$ cat src/rtl/spi_seq_pkg.sv
// Shared types for the SPI transaction sequencer.
//   ADDR_W / DATA_W : slave address and data widths
//   spi_cmd_t       : one queued command {rd_wr, addr, wdata}
//   seq_state_t     : sequencer FSM states
package spi_seq_pkg;

  localparam int ADDR_W = 7;
  localparam int DATA_W = 8;

  typedef struct packed {
    logic              rd_wr;  // 1 = read, 0 = write
    logic [ADDR_W-1:0] addr;
    logic [DATA_W-1:0] wdata;
  } spi_cmd_t;

  typedef enum logic [1:0] {
    IDLE = 2'd0,
    XFER = 2'd1,
    GAP  = 2'd2
  } seq_state_t;

endpackage

$ cat src/rtl/spi_cmd_fifo.sv
// Synchronous command FIFO for the SPI sequencer.
//   mclk, reset : clock, asynchronous active-high reset
//   push        : write push_data (ignored when full)
//   push_data   : command to store
//   pop         : drop the head entry (ignored when empty)
//   pop_data    : head entry, valid whenever empty is low
//   full, empty : occupancy flags, derived from registered state only
module spi_cmd_fifo
  import spi_seq_pkg::*;
#(
  parameter int DEPTH = 4
) (
  input  logic     mclk,
  input  logic     reset,
  input  logic     push,
  input  spi_cmd_t push_data,
  input  logic     pop,
  output spi_cmd_t pop_data,
  output logic     full,
  output logic     empty
);

  localparam int PTR_W = $clog2(DEPTH);

  spi_cmd_t           mem [DEPTH];
  logic [PTR_W-1:0]   wr_ptr;
  logic [PTR_W-1:0]   rd_ptr;
  logic [PTR_W:0]     count;
  logic               do_push;
  logic               do_pop;

  assign full     = (count == (PTR_W+1)'(DEPTH));
  assign empty    = (count == '0);
  assign do_push  = push && !full;
  assign do_pop   = pop && !empty;
  assign pop_data = mem[rd_ptr];

  // Storage carries no reset; the pointers and count define what is valid.
  always_ff @(posedge mclk) begin
    if (do_push) begin
      mem[wr_ptr] <= push_data;
    end
  end

  // DEPTH is a power of two, so the pointers wrap by natural overflow.
  always_ff @(posedge mclk or posedge reset) begin
    if (reset) begin
      wr_ptr <= '0;
      rd_ptr <= '0;
      count  <= '0;
    end else begin
      if (do_push) begin
        wr_ptr <= wr_ptr + PTR_W'(1);
      end
      if (do_pop) begin
        rd_ptr <= rd_ptr + PTR_W'(1);
      end
      case ({do_push, do_pop})
        2'b10:   count <= count + (PTR_W+1)'(1);
        2'b01:   count <= count - (PTR_W+1)'(1);
        default: count <= count;
      endcase
    end
  end

endmodule

$ cat src/rtl/spi_txn_sequencer.sv
// Command front-end for the SPI master. Commands are queued in a FIFO and
// replayed one at a time as a framed transaction: start is held high for
// XFER_CYCLES with master_* stable, then low for at least GAP_CYCLES. Each
// command yields exactly one response, in command order.
//
// Handshakes: a transfer happens on a rising mclk edge where valid and ready
// are both high. The producer keeps valid and its payload stable until that
// edge; ready may be high or low independently of valid. On the response
// port the payload stays stable while rsp_valid is high and rsp_ready low.
//
// Ports:
//   mclk, reset        : clock, asynchronous active-high reset
//   cmd_valid/ready    : command handshake; cmd_ready = FIFO not full
//   cmd_rd_wr/addr/wdata : command payload
//   rsp_valid/ready    : response handshake
//   rsp_rd_wr/addr/rdata : response payload (rdata 0 for writes)
//   busy               : FSM not idle or commands still queued
//   start, master_*    : frame outputs to the SPI master
//   master_in_data     : read data from the SPI master
//   dbg_state          : current FSM state (seq_state_t encoding)
module spi_txn_sequencer
  import spi_seq_pkg::*;
#(
  parameter int FIFO_DEPTH  = 4,
  parameter int XFER_CYCLES = 18,
  parameter int GAP_CYCLES  = 2
) (
  input  logic              mclk,
  input  logic              reset,
  input  logic              cmd_valid,
  output logic              cmd_ready,
  input  logic              cmd_rd_wr,
  input  logic [ADDR_W-1:0] cmd_addr,
  input  logic [DATA_W-1:0] cmd_wdata,
  output logic              rsp_valid,
  input  logic              rsp_ready,
  output logic              rsp_rd_wr,
  output logic [ADDR_W-1:0] rsp_addr,
  output logic [DATA_W-1:0] rsp_rdata,
  output logic              busy,
  output logic              start,
  output logic              master_rd_wr,
  output logic [ADDR_W-1:0] master_address,
  output logic [DATA_W-1:0] master_out_data,
  input  logic [DATA_W-1:0] master_in_data,
  output logic [1:0]        dbg_state
);

  localparam int XW = $clog2(XFER_CYCLES + 1);
  localparam int GW = $clog2(GAP_CYCLES + 1);

  seq_state_t     state;
  logic [XW-1:0]  xcnt;
  logic [GW-1:0]  gcnt;

  spi_cmd_t       push_cmd;
  spi_cmd_t       head_cmd;
  logic           fifo_full;
  logic           fifo_empty;
  logic           launch;

  assign push_cmd = '{rd_wr: cmd_rd_wr, addr: cmd_addr, wdata: cmd_wdata};

  // A pending response blocks the next launch so it can never be overwritten.
  assign launch = (state == IDLE) && !fifo_empty && !rsp_valid;

  spi_cmd_fifo #(
    .DEPTH (FIFO_DEPTH)
  ) u_fifo (
    .mclk      (mclk),
    .reset     (reset),
    .push      (cmd_valid),
    .push_data (push_cmd),
    .pop       (launch),
    .pop_data  (head_cmd),
    .full      (fifo_full),
    .empty     (fifo_empty)
  );

  assign cmd_ready = !fifo_full;
  assign busy      = (state != IDLE) || !fifo_empty;
  assign dbg_state = state;

  always_ff @(posedge mclk or posedge reset) begin
    if (reset) begin
      state           <= IDLE;
      xcnt            <= '0;
      gcnt            <= '0;
      start           <= 1'b0;
      master_rd_wr    <= 1'b0;
      master_address  <= '0;
      master_out_data <= '0;
      rsp_valid       <= 1'b0;
      rsp_rd_wr       <= 1'b0;
      rsp_addr        <= '0;
      rsp_rdata       <= '0;
    end else begin
      if (rsp_valid && rsp_ready) begin
        rsp_valid <= 1'b0;
      end

      case (state)
        IDLE: begin
          if (launch) begin
            master_rd_wr    <= head_cmd.rd_wr;
            master_address  <= head_cmd.addr;
            master_out_data <= head_cmd.wdata;
            start           <= 1'b1;
            xcnt            <= '0;
            state           <= XFER;
          end
        end

        XFER: begin
          if (xcnt == XW'(XFER_CYCLES - 1)) begin
            // The master's last bit has been sampled; capture read data now.
            start     <= 1'b0;
            rsp_rd_wr <= master_rd_wr;
            rsp_addr  <= master_address;
            rsp_rdata <= master_rd_wr ? master_in_data : '0;
            rsp_valid <= 1'b1;
            gcnt      <= '0;
            state     <= GAP;
          end else begin
            xcnt <= xcnt + XW'(1);
          end
        end

        GAP: begin
          if (gcnt == GW'(GAP_CYCLES - 1)) begin
            state <= IDLE;
          end else begin
            gcnt <= gcnt + GW'(1);
          end
        end

        default: begin
          state <= IDLE;
          start <= 1'b0;
        end
      endcase
    end
  end

endmodule

$ cat config.mk
export PLATFORM = sky130hd
export DESIGN_NAME = spi_txn_sequencer
export DESIGN_NICKNAME = d
export VERILOG_FILES = /design/src/rtl/spi_seq_pkg.sv /design/src/rtl/spi_cmd_fifo.sv /design/src/rtl/spi_txn_sequencer.sv
export SDC_FILE = /design/constraint.sdc
export NUM_CORES = 1
export LEC_CHECK = 0
export BUFFER_PORTS_ARGS = -buffer_cell sky130_fd_sc_hd__buf_2
export CAP_MARGIN = 0
export CORE_UTILIZATION = 30
export CTS_BUF_LIST = sky130_fd_sc_hd__clkbuf_4 sky130_fd_sc_hd__clkbuf_8
export DETAILED_ROUTE_END_ITERATION = 8
export SYNTH_ARGS = -nofsm -noshare
export SYNTH_HDL_FRONTEND = slang
export SYNTH_HIERARCHICAL = 1
export SYNTH_SLANG_ARGS = --single-unit
$ cat constraint.sdc
create_clock -name mclk -period 3.2 [get_ports mclk]
set_clock_uncertainty 0.2 [all_clocks]
set_input_delay 0.32 -clock mclk [delete_from_list [all_inputs] [get_ports mclk]]
set_output_delay 0.32 -clock mclk [all_outputs]
set_load 0.05 [all_outputs]
==> impl_metrics.tcl <==
set metrics [dict create \
    status "finished, final reports clean" \
    syn_nets 333 \
    p_clk_frac 0.241 \
    syn_to_final_growth_pct 26.0 \
    cts_sinks 114 \
    syn-cell-area_um2 4600 \
    route.antenna.remaining_nets 0 \
    wl_per_cell_um 14.5 \
    drive_above_1_share 0.304 \
    num_rows 44 \
    synth_ff_type "edfxtp_1" \
    fin_area_um2 5790 \
    htreeDepth 4 \
    p_sw_frac 0.382 \
    die_h_um 126 \
    power_frac_comb 0.365 \
    grt_util_all_layers 0.121 \
    dp_cells 541 \
    setup_viol 0 \
    post-route-drc-count 0 \
    power_leakage_uw 0.00255 \
    clock_path_buffers 2 \
    p_sw_uw 2220 \
    yosys_warnings 6 \
    synth_edf_count 64 \
    layout_common_cells "buf_2 (65), edfxtp_1 (64), nand2_1 (60)" \
    grt_use_met2 0.193 \
    top_usage_layer "met2" \
    powerDensity_nw_per_um2 1000 \
    grt_max_degree 44 \
    globalRouteOverflowTotal 0 \
    synthArstFlopShare 0.439 \
    rsz0062_at_grt "false" \
    hold_viol_final 0 \
    critPathKind "reg -> reg" \
    cts_buffers 17 \
    cp.arrival_ns 3.03 \
    die_x_um 126 \
    fin_crit_ns 2.89 \
    worst-slew-pin-transition_ns 0.918 \
    grt_use_met1 0.142 \
    slew_viol_final 0 \
    intPower_uw 3590 \
    r2r_slack_ns 0.31 \
    grt_pass1_vias 2743 \
    dieArea_um2 15800 \
    cts_tree "done" \
    final_common_cell "buf_2" \
    antenna_found_initial 1 \
    grt_pass1_wl_um 14200 \
    coreArea_um2 14800 \
    finalCritPeriodShare 0.903 \
    clock_latency_ns 0.42 \
    place.gp.congestion 0.706 \
    setup-tns-final_ns 0 \
    grtUsageMet3 0.0476 \
    post_cts_buffers 0 \
    p_seq_frac 0.393 \
    hold_slack_ns 0.163 \
    syn_inst 296 \
    slowest_delay_ns 0.65 \
    syn_avg_cell_area_um2 15.5 \
    start_util 0.312 \
    ys_ff_latch 114 \
    cts_root_buf "clkbuf_8" \
    place.port_buffers 65 \
    ios 66 \
    vdd_drop_max_mv 0.372 \
    place_hpwl_um 5730 \
    nNetsFinal 439 \
    place_area_um2 5110 \
    drv_cap 0 \
    critPathLaunchType "flip-flop" \
    avgViaCountPerCell 4.43 \
    first_pass_iters 4 \
    worst_setup_path_end_kind "flip-flop" \
    path_max_fanout 21 \
    ys_seq_area_frac 0.690 \
    fillers 1414 \
    crit_required_ns 3.35 \
    hp-class "in -> reg" \
    path_cells "nor3_1, or4_4, inv_2, o31a_1, ha_1, inv_1, fa_1, xor2_1, nor2_1, xor2_1" \
    crit_slowest_cell "or4_4" \
    drtIter0Drc 116 \
    max_slew_margin 0.386 \
    wirelength_um 8680 \
    synth_cell_types 40 \
    path_clk_slew_ns 0.07 \
    via_count 2659 \
    fmax_ghz 0.346 \
    finalPower_uw 5820 \
    crit_top_cell "xor2_1" \
    fin_cells 600 \
]
## path summary, 6_finish.rpt
path                               startpoint                 end  cells after the start
setup reg to reg              u_fifo/count[0]     u_fifo/count[2]                     10
max in group asynchronous               reset  master_out_data[4]                      3
setup / recovery              u_fifo/count[0]     u_fifo/count[2]                     10
min in group asynchronous               reset    u_fifo/wr_ptr[1]                      3
hold / removal                      cmd_valid    u_fifo/wr_ptr[0]                      3
hold reg to reg            master_out_data[2]  master_out_data[2]                      2
## timing repair
| item | 4_1_cts | 5_1_grt |
|---|---|---|
| hold endpoints to repair | 123 | 0 |
| hold buffers | 26 | 0 |
| resized for setup | 0 | 0 |
## cells in the mapped netlist (all sizes together) (2+ instances only)
cell type	count	area [um^2]
a31o	2	17.5
and2	5	31.3
buf	10	93.8
dfrtp	50	1250
edfxtp	64	1920
ha	8	100
inv	23	86.3
mux2	9	101
mux2i	10	100
mux4	16	390
nand2	60	225
nand3	5	25.0
nor2	5	18.8
nor2b	2	15.0
nor3	3	15.0
o21ai	3	15.0
xnor2	3	26.3
xor2	4	35.0
## critical path, delay by kind of cell, from the launching register on
kind                     cells  cell delay [ns]
buffers and inverters        2             0.16
AND/OR/NAND/NOR              3             0.90
AO/OA/AOI/OAI                1             0.21
flip-flops                   1             0.45
XOR/XNOR                     2             0.30
adder cells (fa/ha/maj)      2             0.58
## kinds of logic after synthesis
family / after synthesis / share of synthesized area
AOI/OAI and AO/OA: 10 / 0.0152
xor gates and xnor gates: 7 / 0.0133
adders and majority gates: 9 / 0.0261
buffers and inverters: 33 / 0.0392
DFF: 114 / 0.690
muxes: 35 / 0.129
and+or+nand+nor: 88 / 0.0876
## per-layer routing
layer  up-vias  part of all wire
li1       1266                 -
met1      1310              0.45
met2        69              0.48
met3        14             0.059
met4         0             0.015
met5         -                 0
## power groups by stage
stage	registers (uW)	logic (uW)	clock network [uW]
floorplan	2840	1120	0
global placement	2300	2100	0
global route	2340	2320	1510
finish	2290	2120	1400
CTS	2300	2160	1440
detailed placement	2320	2130	0
## registers in the layout, indices dropped and copies added, names as in the netlist
name / flops
dbg_state: 2
start: 1
rsp_addr: 7
master_rd_wr: 1
master_address: 7
u_fifo/rd_ptr: 2
rsp_rdata: 8
rsp_valid: 1
u_fifo/mem: 64
xcnt: 5
master_out_data: 8
u_fifo/count: 3
rsp_rd_wr: 1
u_fifo/wr_ptr: 2
gcnt: 2
## final cells by class
class,count,area [um^2],area share
diodes,1,2.50,0.000432
flip-flops and latches,114,3170,0.548
clock buffers,23,298,0.0514
multi-input cells,149,1250,0.215
well taps,184,230,0.0397
repair buffers,97,631,0.109
inverters,23,86.3,0.0149
clock inverters,9,128,0.0220
## per-stage QoR
step | utilization | worst slack [ns]
2_1_floorplan | - | 0.297
3_3_place_gp | 0.346 | 0.457
3_5_place_dp | 0.346 | 0.313
4_1_cts | 0.393 | 0.306
5_1_grt | 0.393 | 0.146
6_report | 0.393 | 0.312
(Power assumes the default switching activity.)
